$ cat config.mk
export PLATFORM = sky130hd
export DESIGN_NAME = ps2_host_tx
export DESIGN_NICKNAME = d
export VERILOG_FILES = /design/src/rtl/ps2_host_tx.sv
export SDC_FILE = /design/constraint.sdc
export NUM_CORES = 1
export LEC_CHECK = 0
export BUFFER_PORTS_ARGS = -buffer_cell sky130_fd_sc_hd__buf_2
export CAP_MARGIN = 20
export CORE_MARGIN = 2
export CORE_UTILIZATION = 61
export DETAILED_ROUTE_END_ITERATION = 16
export GPL_TIMING_DRIVEN = 0
export PLACE_DENSITY = 0.79
export RECOVER_POWER = 50
export SYNTH_ARGS = -nofsm -noshare
export SYNTH_HDL_FRONTEND = slang
export SYNTH_SLANG_ARGS = --single-unit
$ cat constraint.sdc
create_clock -name I_CLK -period 2.7 [get_ports I_CLK]
set_input_delay 0.405 -clock I_CLK [delete_from_list [all_inputs] [get_ports I_CLK]]
set_output_delay 0.405 -clock I_CLK [all_outputs]
set_load 0.03 [all_outputs]
$ cat src/rtl/ps2_host_tx.sv
// ps2_host_tx: PS/2 host-to-device command transmitter.
// Sends one command byte to the keyboard over the shared ps2_clk/ps2_data
// pins, which are driven open-drain through output enables (1 = pull low).
// Optional build macro: PS2_TX_RETRY_EN -- after an ACK error or timeout the
// latched byte is resent, up to two more times, before O_ERROR is reported.
//
// state     | meaning
// ----------+-----------------------------------------------------------
// IDLE      | bus released, waiting for I_START
// INHIBIT   | ps2_clk held low before the request-to-send
// RTS       | start bit driven, ps2_clk released, timeout timer armed
// SHIFT     | D0..D7, parity, stop advanced on device clk falling edges
// STOP      | stop bit (released data) on the line, waiting for next edge
// ACK       | waiting for the ACK edge; filtered data must read low
// WAITIDLE  | waiting for both lines to return high
// FINISH    | one-cycle DONE or ERROR pulse; busy already low

module ps2_host_tx #(
    parameter int CLK_KHZ    = 24390,
    parameter int INHIBIT_US = 120,
    parameter int TIMEOUT_MS = 15,
    parameter int FILT_LEN   = 8
) (
    input  logic       I_CLK,
    input  logic       I_RESET,
    input  logic [7:0] I_DATA,
    input  logic       I_START,
    output logic       O_BUSY,
    output logic       O_DONE,
    output logic       O_ERROR,
    input  logic       I_PS2_CLK,
    input  logic       I_PS2_DATA,
    output logic       O_PS2_CLK_OE,
    output logic       O_PS2_DATA_OE
);

    localparam int INH_CYC = INHIBIT_US * CLK_KHZ / 1000;
    localparam int TO_CYC  = TIMEOUT_MS * CLK_KHZ;
    localparam logic [31:0] INH_LOAD = 32'(INH_CYC - 1);
    localparam logic [31:0] TO_LOAD  = 32'(TO_CYC - 1);
    localparam int FW = (FILT_LEN > 1) ? $clog2(FILT_LEN) : 1;
    localparam logic [FW-1:0] FILT_LOAD = FW'(FILT_LEN - 1);

    typedef enum logic [2:0] {
        S_IDLE,
        S_INHIBIT,
        S_RTS,
        S_SHIFT,
        S_STOP,
        S_ACK,
        S_WAITIDLE,
        S_FINISH
    } state_t;

    state_t state, state_n;

    logic [1:0]    clk_sync, data_sync;
    logic          clk_filt, data_filt, clk_filt_d;
    logic [FW-1:0] clk_fcnt, data_fcnt;
    logic          clk_fall;

    logic [10:0]   sr;
    logic [3:0]    bit_cnt;
    logic [31:0]   inh_cnt;
    logic [31:0]   to_cnt;
    logic          fin_err;
    logic [7:0]    frame_byte;

    logic ld_frame, ld_inh, ld_to, do_shift, fail, finish_ok;
    logic busy, done, err, clk_oe, data_oe;

`ifdef PS2_TX_RETRY_EN
    logic [1:0] retry_cnt;
    logic [7:0] frame_q;
    logic       retry;
`endif

    // Two-flop synchronizers; idle bus level is high.
    always_ff @(posedge I_CLK) begin
        if (I_RESET) begin
            clk_sync  <= 2'b11;
            data_sync <= 2'b11;
        end else begin
            clk_sync  <= {clk_sync[0], I_PS2_CLK};
            data_sync <= {data_sync[0], I_PS2_DATA};
        end
    end

    // ps2_clk filter: a new level is accepted after FILT_LEN stable cycles.
    always_ff @(posedge I_CLK) begin
        if (I_RESET) begin
            clk_filt <= 1'b1;
            clk_fcnt <= FILT_LOAD;
        end else if (clk_sync[1] == clk_filt) begin
            clk_fcnt <= FILT_LOAD;
        end else if (clk_fcnt == '0) begin
            clk_filt <= clk_sync[1];
            clk_fcnt <= FILT_LOAD;
        end else begin
            clk_fcnt <= clk_fcnt - 1'b1;
        end
    end

    // ps2_data filter, same scheme as the clock filter.
    always_ff @(posedge I_CLK) begin
        if (I_RESET) begin
            data_filt <= 1'b1;
            data_fcnt <= FILT_LOAD;
        end else if (data_sync[1] == data_filt) begin
            data_fcnt <= FILT_LOAD;
        end else if (data_fcnt == '0) begin
            data_filt <= data_sync[1];
            data_fcnt <= FILT_LOAD;
        end else begin
            data_fcnt <= data_fcnt - 1'b1;
        end
    end

    // Delayed filtered clock for falling-edge detection.
    always_ff @(posedge I_CLK) begin
        if (I_RESET) begin
            clk_filt_d <= 1'b1;
        end else begin
            clk_filt_d <= clk_filt;
        end
    end

    assign clk_fall = clk_filt_d & ~clk_filt;

`ifdef PS2_TX_RETRY_EN
    assign frame_byte = (state == S_IDLE) ? I_DATA : frame_q;
`else
    assign frame_byte = I_DATA;
`endif

    // State register.
    always_ff @(posedge I_CLK) begin
        if (I_RESET) begin
            state <= S_IDLE;
        end else begin
            state <= state_n;
        end
    end

    // Next-state, datapath strobes and pin/status outputs.
    always_comb begin
        state_n   = state;
        ld_frame  = 1'b0;
        ld_inh    = 1'b0;
        ld_to     = 1'b0;
        do_shift  = 1'b0;
        fail      = 1'b0;
        finish_ok = 1'b0;
        busy      = 1'b1;
        done      = 1'b0;
        err       = 1'b0;
        clk_oe    = 1'b0;
        data_oe   = 1'b0;
`ifdef PS2_TX_RETRY_EN
        retry     = 1'b0;
`endif
        case (state)
            S_IDLE: begin
                busy = 1'b0;
                if (I_START) begin
                    ld_frame = 1'b1;
                    ld_inh   = 1'b1;
                    state_n  = S_INHIBIT;
                end
            end
            S_INHIBIT: begin
                clk_oe = 1'b1;
                if (inh_cnt == '0) begin
                    ld_to   = 1'b1;
                    state_n = S_RTS;
                end
            end
            S_RTS: begin
                data_oe = ~sr[0];
                state_n = S_SHIFT;
            end
            S_SHIFT: begin
                data_oe = ~sr[0];
                if (to_cnt == '0) begin
                    fail = 1'b1;
                end else if (clk_fall) begin
                    do_shift = 1'b1;
                    // Edge 10 puts the stop bit (a release) on the line.
                    if (bit_cnt == 4'd9) begin
                        state_n = S_STOP;
                    end
                end
            end
            S_STOP: begin
                if (to_cnt == '0) begin
                    fail = 1'b1;
                end else if (clk_fall) begin
                    state_n = S_ACK;
                end
            end
            S_ACK: begin
                if (to_cnt == '0) begin
                    fail = 1'b1;
                end else if (clk_fall) begin
                    if (data_filt) begin
                        fail = 1'b1;
                    end else begin
                        state_n = S_WAITIDLE;
                    end
                end
            end
            S_WAITIDLE: begin
                if (clk_filt && data_filt) begin
                    finish_ok = 1'b1;
                    state_n   = S_FINISH;
                end
            end
            S_FINISH: begin
                busy    = 1'b0;
                done    = ~fin_err;
                err     = fin_err;
                state_n = S_IDLE;
            end
            default: begin
                state_n = S_IDLE;
            end
        endcase

        if (fail) begin
`ifdef PS2_TX_RETRY_EN
            if (retry_cnt != 2'd2) begin
                retry    = 1'b1;
                ld_frame = 1'b1;
                ld_inh   = 1'b1;
                state_n  = S_INHIBIT;
            end else begin
                state_n = S_FINISH;
            end
`else
            state_n = S_FINISH;
`endif
        end
    end

    // Frame shift register, bit counter, timers and the outcome flag.
    always_ff @(posedge I_CLK) begin
        if (I_RESET) begin
            sr      <= '0;
            bit_cnt <= '0;
            inh_cnt <= '0;
            to_cnt  <= '0;
            fin_err <= 1'b0;
        end else begin
            if (ld_frame) begin
                sr      <= {1'b1, ~^frame_byte, frame_byte, 1'b0};
                bit_cnt <= '0;
            end else if (do_shift) begin
                sr <= {1'b1, sr[10:1]};
                if (bit_cnt != 4'd10) begin
                    bit_cnt <= bit_cnt + 4'd1;
                end
            end

            if (ld_inh) begin
                inh_cnt <= INH_LOAD;
            end else if (state == S_INHIBIT && inh_cnt != '0) begin
                inh_cnt <= inh_cnt - 32'd1;
            end

            // Timeout covers request-to-send through the ACK edge.
            if (ld_to) begin
                to_cnt <= TO_LOAD;
            end else if ((state == S_RTS || state == S_SHIFT || state == S_STOP ||
                          state == S_ACK) && to_cnt != '0) begin
                to_cnt <= to_cnt - 32'd1;
            end

            if (fail) begin
                fin_err <= 1'b1;
            end else if (finish_ok) begin
                fin_err <= 1'b0;
            end
        end
    end

`ifdef PS2_TX_RETRY_EN
    // Latched byte and retry count for automatic resends.
    always_ff @(posedge I_CLK) begin
        if (I_RESET) begin
            retry_cnt <= '0;
            frame_q   <= '0;
        end else if (state == S_IDLE && ld_frame) begin
            retry_cnt <= '0;
            frame_q   <= I_DATA;
        end else if (retry) begin
            retry_cnt <= retry_cnt + 2'd1;
        end
    end
`endif

    assign O_BUSY        = busy;
    assign O_DONE        = done;
    assign O_ERROR       = err;
    assign O_PS2_CLK_OE  = clk_oe;
    assign O_PS2_DATA_OE = data_oe;

endmodule

==> results.toml, run 1 <==
[sta]
slew_violations = 0
slew_headroom_pct = 35.3
min_period_ns = 2.56
fmax_mhz = 390
finClkSkew_ns = 0.00901
tightest_slew_ns = 0.961
hold_viol_final = 0
period_share_pct = 94.9
finalSetupViolCount = 0

[synthesis]
syn_nets = 548
ys_types = 52
synth_edf_count = 0
synth_warnings = 0
yosysSeqAreaShare_pct = 41.8
ys_async_sr_fraction_pct = 0
synth-xor-area-share_pct = 12.0
synthMuxAreaShare_pct = 0.653
synth_compound_area_share_pct = 11.6
syn-cell-area_sq_um = 4600
syn_avg_cell_area_sq_um = 8.78
synth-seq-cells = 96
yosys.area_share.simple_pct = 27.9
yosys-top-cells-area = "dfxtp_1 42%, xor2_1 7.2%, nor2_1 5.6%"
synth_top_family_by_area = "simple AND/OR/NAND/NOR gates"
synthCells = 524
yosys.area.top_type = "dfxtp_1"
synth_adder_area_share_pct = 2.99
synth_top_area_share_pct = 41.8
synth_flop_cell = "dfxtp_1"

[setup_path]
slowest_delay_ns = 0.70
crit_path_top_delay_cell = "or4_1"
start_kind = "flip-flop"
worstPathMaxFanout = 10
r2r_cells = 7
cp.depth = 7
cp_top_family = "simple AND/OR/NAND/NOR gates"
r2r_setup_slack_ns = 0.14
reg2reg_from = "to_cnt[15]"
cp_cell_sequence = "or4_1, nor4_4, and3_1, nor3_1, buf_2, a221oi_1, nor2_1"
r2r_end = "sr[9]"
endpoint = "sr[9]"
required_ns = 2.94
critical_path.startpoint = "to_cnt[15]"
crit_buf_inv = 1
crit_type = "reg2reg"
end_kind = "flip-flop"
arrival_ns = 2.80

[die]
coreArea_sq_um = 7290
die_area_sq_um = 8250
num_rows = 31
fp.dieW_um = 90.8
start_util_pct = 63.1
boundaryPins = 18
die_h_um = 90.8

[final_layout]
stdcell_count = 656
fin_area_sq_um = 5050
mostFrequentLayoutCells = "96 x dfxtp_1, 69 x nor2_1, 40 x a21oi_1"
final_common_cell = "dfxtp_1"
utilization_pct = 69.2
final_layout_size_suffix_gt1_share_pct = 10.6
diodes = 0
area_growth_pct = 9.74
fin_nets = 576
filler_cell_count = 631

[place]
dp.cells = 639
port-buffer-count = 16
dpl-instance-area_sq_um = 4810
routabilityCongestion = 0.869
dp_hpwl_mm = 6.45

[power_and_ir_drop]
switching_share_pct = 41.0
p_per_area_nw_per_um2 = 886
totalPowerFinal_mw = 4.47
pwr-share-seq_pct = 38.2
p_comb_share_pct = 40.9
pwr-share-clk_pct = 20.8
switching_power_mw = 1.83
p_int_mw = 2.64
p_leak_nw = 1.86
ir_drop_v = 0.000467

[min_path]
hold_path_depth = 2
holdCritPathClass = "in2reg"

[clocking]
postCtsHoldBufs = 0
cts.path.max_buffers = 2
cts_buffers = 9
clock_sinks = 96
clock_latency_ns = 0.36
path_clk_slew_ns = 0.09
cts_htree_levels = 3
cts_tree = "built"
cts-root-buf = "clkbuf_8"

[job]
drv_cap = 0

[drt]
final_antenna_net_count = 0
routed_via_density = 5.77
route.detailed.drc = 0
vias = 3786
dr.pass1.iters = 4
drt_wl_total_mm = 9.25
drt_iter0_markers = 206
wl_per_cell_um = 14.1

[grt]
grt_pass1_wl_mm = 16.0
grt_overflow_total = 0
grt_util_all_layers_pct = 23.2
grt_max_degree = 16
antenna_found_initial = 0
first_global_vias = 3590

[outcome]
outcome = "complete, no violations"
-- worst min-delay path by stage --
stage	from	end	slack, ns
3_3_place_gp	data_fcnt[0]	data_fcnt[0]	0.37
5_1_grt	I_PS2_CLK	clk_sync[0]	0.20
4_1_cts	I_PS2_CLK	clk_sync[0]	0.21
3_5_place_dp	data_fcnt[0]	data_fcnt[0]	0.37
2_1_floorplan	clk_fcnt[0]	clk_fcnt[0]	0.36
6_report	I_PS2_DATA	data_sync[0]	0.22
-- cell usage after synthesis (3+ instances only) --
cell and instances:
a211oi_1 7, a21oi_1 40, a22oi_1 7, a31oi_1 5, and3_1 3, buf_2 4, clkbuf_1 17, dfxtp_1 96
ha_1 11, inv_1 14, mux2i_1 3, nand2_1 32, nand2b_1 4, nand3_1 16, nand3b_1 5, nand4_1 6
nand4b_1 6, nor2_1 69, nor2b_1 7, nor3_1 25, nor4_1 12, nor4_4 3, o21ai_0 11, or2_2 6
or3_1 9, or4_1 10, or4_4 3, xnor2_1 25, xor2_1 38
-- cells by family after synthesis --
kind of cell / after synthesis
and+or+nand+nor: 232
DFF: 96
AOI/OAI and AO/OA: 83
xor gates and xnor gates: 63
buffers and inverters: 36
adders and majority gates: 11
muxes: 3
-- metal layers --
metal  wire length (um)  track usage, %  part of all wire, %
met1               4250            29.7                   46
met2               4450            39.0                   48
met3                399            5.43                  4.3
met4                154            6.94                  1.7
met5                  0               0                    0
-- area by class of cell --
cell class / count / area (sq um) / share of cell area (%)
Buffer: 22 / 90.1 / 1.78
Inverter: 14 / 52.6 / 1.04
Multi-Input combinational cell: 392 / 2580 / 51.0
Clock buffer: 13 / 179 / 3.54
Sequential cell: 96 / 1920 / 38.1
Timing Repair Buffer: 17 / 81.3 / 1.61
Tap cell: 99 / 124 / 2.45
Clock inverter: 3 / 22.5 / 0.446
-- timing repair --
| item | in CTS | in global routing |
|---|---|---|
| gates resized for setup | 1 | 9 |
| pin swaps | 0 | 2 |
| endpoints found under the setup margin | 1 | 46 |
| setup buffers | 0 | 1 |
| hold endpoints to repair | 0 | 0 |
-- state kept, by name (all words and copies together), names as in the netlist --
name        count
clk_fcnt        3
to_cnt         32
bit_cnt         4
inh_cnt        32
data_sync       2
clk_filt        1
clk_sync        2
sr             11
state           3
data_filt       1
fin_err         1
clk_filt_d      1
data_fcnt       3
-- through the flow --
step           setup WS (ns)  hold slack [ns]  setup TNS [ns]
3_5_place_dp          0.0152            0.369               0
4_1_cts              0.00327            0.211               0
3_3_place_gp          0.0241            0.366               0
6_report               0.137            0.223               0
5_1_grt              -0.0309            0.202         -0.0787
2_1_floorplan          0.312            0.358               0
-- power by group through the flow --
| stage | Combinational [mW] | Sequential (mW) | Clock, mW |
|---|---|---|---|
| 2_1_floorplan | 1.35 | 1.71 | 0 |
| 3_3_place_gp | 1.71 | 1.73 | 0 |
| 3_5_place_dp | 1.74 | 1.74 | 0 |
| 4_1_cts | 1.77 | 1.71 | 0.945 |
| 5_1_grt | 2.02 | 1.73 | 0.999 |
| 6_report | 1.83 | 1.71 | 0.932 |
Note: power is estimated with default switching activity, not from simulation.
==> run 2, diff against run 1 <==
Settings changed: CELL_PAD_IN_SITES_DETAIL_PLACEMENT from default to 0, CELL_PAD_IN_SITES_GLOBAL_PLACEMENT from default to 1, CORE_UTILIZATION 61 to 47, PLACE_DENSITY 0.79 to default, PLACE_DENSITY_LB_ADDON from default to 0.1.
==> run 2 against run 1 <==
Effect of this change: combinational power rose by 5%; cell count rose by 5.3%; die area up 28%; register-to-register slack hardly changed; sequential power about the same; largest cell class unchanged; routed wire length rose by 4.4%; critical path depth increased by 1; largest power group unchanged; non-clock buffer count up 2.
==> results.toml, run 2 (synthesis gave the netlist of run 1 again) <==
[sta]
tightest_slew_ns = 0.926
slew_violations = 0
finalSetupTns_ns = 0
min_period_ns = 2.57
hold_slack_ns = 0.227
fmax_mhz = 389
rsz0062_at_grt = "false"
period_share_pct = 95.3
slew_headroom_pct = 38.1
fin_ws_ns = 0.127
hold_viol_final = 0
finalSetupViolCount = 0
finClkSkew_ns = 0.00787

[setup_path]
crit_buf_inv = 1
worstPathMaxFanout = 5
crit_path_top_delay_cell = "or4b_4"
end_kind = "flip-flop"
slowest_delay_ns = 0.49
cp_top_family = "simple AND/OR/NAND/NOR gates"
cp_cell_sequence = "inv_1, ha_2, or4b_4, or4_4, a2111oi_4, and2b_1, xnor2_1, nor2_1"
start_kind = "flip-flop"
crit_type = "reg2reg"
required_ns = 2.95
arrival_ns = 2.82

[drt]
drt_wl_total_mm = 9.66
drt_iter0_markers = 146
final_antenna_net_count = 0
wl_per_cell_um = 14.0
vias = 3723
routed_via_density = 5.39
dr.pass1.iters = 4
route.detailed.drc = 0

[clocking]
clock_sinks = 96
cts-root-buf = "clkbuf_8"
cts_htree_levels = 3
cts_tree = "built"
cts_buffers = 9
clock_latency_ns = 0.36
cts.path.max_buffers = 2
postCtsHoldBufs = 0
path_clk_slew_ns = 0.08

[die]
start_util_pct = 47.7
die_h_um = 103
coreArea_sq_um = 9640
fp.dieW_um = 103
boundaryPins = 18
num_rows = 36
die_area_sq_um = 10600

[power_and_ir_drop]
ir_drop_v = 0.000442
totalPowerFinal_mw = 4.56
p_per_area_nw_per_um2 = 890
p_leak_nw = 1.86

[final_layout]
diodes = 0
regArea_sq_um = 1920
final_common_cell = "dfxtp_1"
final_layout_size_suffix_gt1_share_pct = 11.3
stdcell_count = 691
reg_top3 = "inh_cnt (32), to_cnt (32), sr (11)"
area_growth_pct = 11.4
mostFrequentLayoutCells = "96 x dfxtp_1, 69 x nor2_1, 40 x a21oi_1"
fin_nets = 578
filler_cell_count = 992
multi_input_area_sq_um = 2610
fin_area_sq_um = 5120
utilization_pct = 53.1

[place]
routabilityCongestion = 0.763
port-buffer-count = 16
dpl-instance-area_sq_um = 4850
dp.cells = 673
dp_slack_ns = -0.0511
dp_hpwl_mm = 6.91

[grt]
first_global_vias = 3396
grt_overflow_total = 0
grt_max_degree = 15
grt_pass1_wl_mm = 16.6
grt_util_all_layers_pct = 19.7
antenna_found_initial = 0

[min_path]
holdCritPathClass = "in2reg"

[job]
drv_cap = 0

[outcome]
outcome = "complete, no violations"
==> run 2: power breakdown <==
group | leakage, nW | switching [mW] | internal (mW) | total (mW)
Combinational | 0.985 | 1.23 | 0.692 | 1.92
Clock | 0.0925 | 0.474 | 0.448 | 0.923
Sequential | 0.780 | 0.147 | 1.57 | 1.72
==> run 2: worst paths after layout <==
path / end / slack [ns] / start / depth (start not counted)
setup / recovery: to_cnt[22] / 0.13 / to_cnt[0] / 8
hold / removal: data_sync[0] / 0.23 / I_PS2_DATA / 2
setup reg to reg: to_cnt[22] / 0.13 / to_cnt[0] / 8
hold reg to reg: clk_fcnt[0] / 0.39 / clk_fcnt[0] / 1
==> run 2: routing by layer <==
layer | vias up | part of all wire [%] | GRT usage [%] | wire length (um)
li1 | 1907 | - | - | -
met3 | 12 | 2.7 | 2.85 | 261
met4 | 0 | 1.6 | 7.29 | 155
met5 | - | 0 | 0 | 0
met1 | 1756 | 50 | 28.1 | 4860
met2 | 48 | 45 | 30.3 | 4380
==> run 2: what timing repair did <==
item	CTS	global route
pin swaps	0	3
setup buffers	0	3
endpoints found under the setup margin	14	36
resized for setup	5	11
==> run 2: final cells by class <==
class,count,area share [%]
Clock inverter,3,0.830
Tap cell,133,3.25
Buffer,22,1.76
Clock buffer,12,2.83
Timing Repair Buffer,19,1.81
Multi-Input combinational cell,392,51.0
Sequential cell,96,37.5
Inverter,14,1.03
==> run 2: worst reg2reg max path, cell delays in order (launching register included) <==
cell       delay (ns)
dfxtp_1          0.37
inv_1            0.10
ha_2             0.23
or4b_4           0.49
or4_4            0.47
a2111oi_4        0.45
and2b_1          0.20
xnor2_1          0.11
nor2_1           0.05
==> run 3, diff against run 2 <==
Settings changed: ABC_AREA from default to 1, CORE_UTILIZATION 47 to 45.
==> run 3 against run 2 <==
Effect of this change: total power up 90%; setup slack gained 0.43 ns; global-route usage increased by 2.0 points; first-iteration DRC count grew 130%.
==> results.toml, run 3 <==
[drt]
final_antenna_net_count = 0
drt_wl_total_mm = 14.4
wl_per_cell_um = 13.2
vias = 5400
routed_via_density = 4.95
drt_iter0_markers = 342
dr.pass1.iters = 5
route.detailed.drc = 0

[synthesis]
yosys-top-cells-area = "dfxtp_1 33%, nand2_1 16%, nor2_1 12%"
synth_commonest_cells = "245 x nand2_1, 188 x nor2_1, 96 x dfxtp_1"
synth_flop_cell = "dfxtp_1"
synth_edf_count = 0
synth.most_common_cell = "nand2_1"
synth_warnings = 0
synth-seq-cells = 96
syn_avg_cell_area_sq_um = 6.56
synthCells = 888
yosysSeqAreaShare_pct = 33.0
ys_async_sr_fraction_pct = 0
syn_nets = 912
syn-cell-area_sq_um = 5830
ys_types = 35
synth_top_area_share_pct = 33.0
yosys.area.top_type = "dfxtp_1"

[job]
drv_cap = 0

[setup_path]
cp_top_family = "simple AND/OR/NAND/NOR gates"
crit_type = "reg2reg"
worstPathMaxFanout = 10
required_ns = 2.94
end_kind = "flip-flop"
cp_cell_sequence = "nor2_1, nand2_1, nor2_1, nand2_2, nor2_1, nand2_1, nand2_1, buf_4, a21oi_1"
slowest_delay_ns = 0.34
crit_buf_inv = 1
crit_path_top_delay_cell = "dfxtp_1"
arrival_ns = 2.39
start_kind = "flip-flop"
cp.depth = 9
r2r_cells = 9

[grt]
grtUsageMet2_pct = 38.6
grt_overflow_total = 0
first_global_vias = 5316
grt_util_all_layers_pct = 21.7
met3_usage_pct = 3.20
grt_pass1_wl_mm = 24.4
grt-busiest-layer = "met2"
antenna_found_initial = 0
grt_util_met1_pct = 26.4
grt_max_degree = 17

[min_path]
hold_path_depth = 2
holdCritPathClass = "in2reg"

[sta]
finalSetupTns_ns = 0
slew_violations = 0
finalSetupViolCount = 0
fmax_mhz = 466
period_share_pct = 79.4
hold_slack_ns = 0.232
slew_headroom_pct = 56.1
finClkSkew_ns = 0.00507
fin_ws_ns = 0.555
min_period_ns = 2.15
rsz0062_at_grt = "false"
hold_viol_final = 0
tightest_slew_ns = 0.659

[place]
dp.cells = 1076
dp_hpwl_mm = 11.1
routabilityCongestion = 0.860
dpl-instance-area_sq_um = 6120
dp_slack_ns = 0.758
port-buffer-count = 16

[power_and_ir_drop]
p_per_area_nw_per_um2 = 1360
p_leak_nw = 3.01
ir_drop_v = 0.000909

[die]
die_area_sq_um = 13900
fp.dieW_um = 118
boundaryPins = 18
start_util_pct = 46.2
num_rows = 41
die_h_um = 118
coreArea_sq_um = 12600

[clocking]
cts_resized = 0
cts.path.max_buffers = 2
cts-root-buf = "clkbuf_16"
clock_sinks = 96
path_clk_slew_ns = 0.07
cts_tree = "built"
clock_latency_ns = 0.35
postCtsHoldBufs = 0
cts_setup_buffers = 0
cts_buffers = 9
cts_htree_levels = 3

[final_layout]
mostFrequentLayoutCells = "250 x nand2_1, 192 x nor2_1, 96 x dfxtp_1"
final_common_cell = "nand2_1"
regArea_sq_um = 1920
diodes = 0
multi_input_area_sq_um = 3360
final_layout_size_suffix_gt1_share_pct = 10.0
fin_area_sq_um = 6380
filler_cell_count = 1379
reg_top3 = "inh_cnt (32), to_cnt (32), sr (11)"
fin_nets = 939
stdcell_count = 1091
area_growth_pct = 9.53

[outcome]
outcome = "complete, no violations"
-- run 3: changes by cell type in the layout (fill, tap and decap cells not counted), sizes merged, moves of 14 or more --
cell / previous run / this run
nor3: 25 / 11
buf: 16 / 34
nand2: 32 / 257
nor2: 69 / 203
nor4: 16 / 0
a21oi: 41 / 62
o21ai: 11 / 25
nand3: 17 / 36
clkbuf: 37 / 16
inv: 14 / 76
-- run 3: cells by family after synthesis --
kind of cell,Yosys count,share of synthesized area (%)
buf+inv,100,8.37
fa+ha+maj,11,2.36
flops,96,33.0
simple gates,526,38.0
compound gates,93,9.00
xor+xnor,62,9.32
-- run 3: where the power goes --
part	leakage, nW	internal, mW	switching, mW	total, mW
combinational	2.08	1.91	3.36	5.27
sequential	0.781	1.71	0.301	2.01
clock	0.156	0.814	0.583	1.40
total	3.01	4.43	4.25	8.68
-- run 3: worst reg2reg max path: cells and delay by family (launching register included) --
| family | cells | cell delay (ns) |
|---|---|---|
| compound gates | 1 | 0.07 |
| buf+inv | 1 | 0.25 |
| flops | 1 | 0.34 |
| simple gates | 7 | 1.37 |
-- run 3: metal layers --
metal	part of all wire [%]	routed length, um
met3	3.3	482
met4	2.2	313
met1	46	6630
met2	48	6990
met5	0	0
-- run 3: final timing paths --
path	from	endpoint	slack (ns)
hold / removal	I_PS2_DATA	data_sync[0]	0.23
setup reg to reg	inh_cnt[8]	to_cnt[26]	0.55
setup / recovery	inh_cnt[8]	to_cnt[26]	0.55
hold reg to reg	clk_fcnt[0]	clk_fcnt[0]	0.39
-- run 3: stage by stage --
step	util [%]	total power, mW
floorplan	-	6.24
global placement	48.5	7.35
detailed placement	48.5	7.40
CTS	51.0	8.84
global route	50.6	9.51
finish	50.6	8.68
-- run 3: layout make-up --
class                   count  share of cell area (%)
well taps                 172                    3.37
multi-input cells         692                    52.7
inverters                  75                    4.41
plain buffers              25                    3.20
clock buffers               9                    3.53
repair buffers             16                    1.24
flip-flops and latches     96                    30.1
clock inverters             6                    1.43
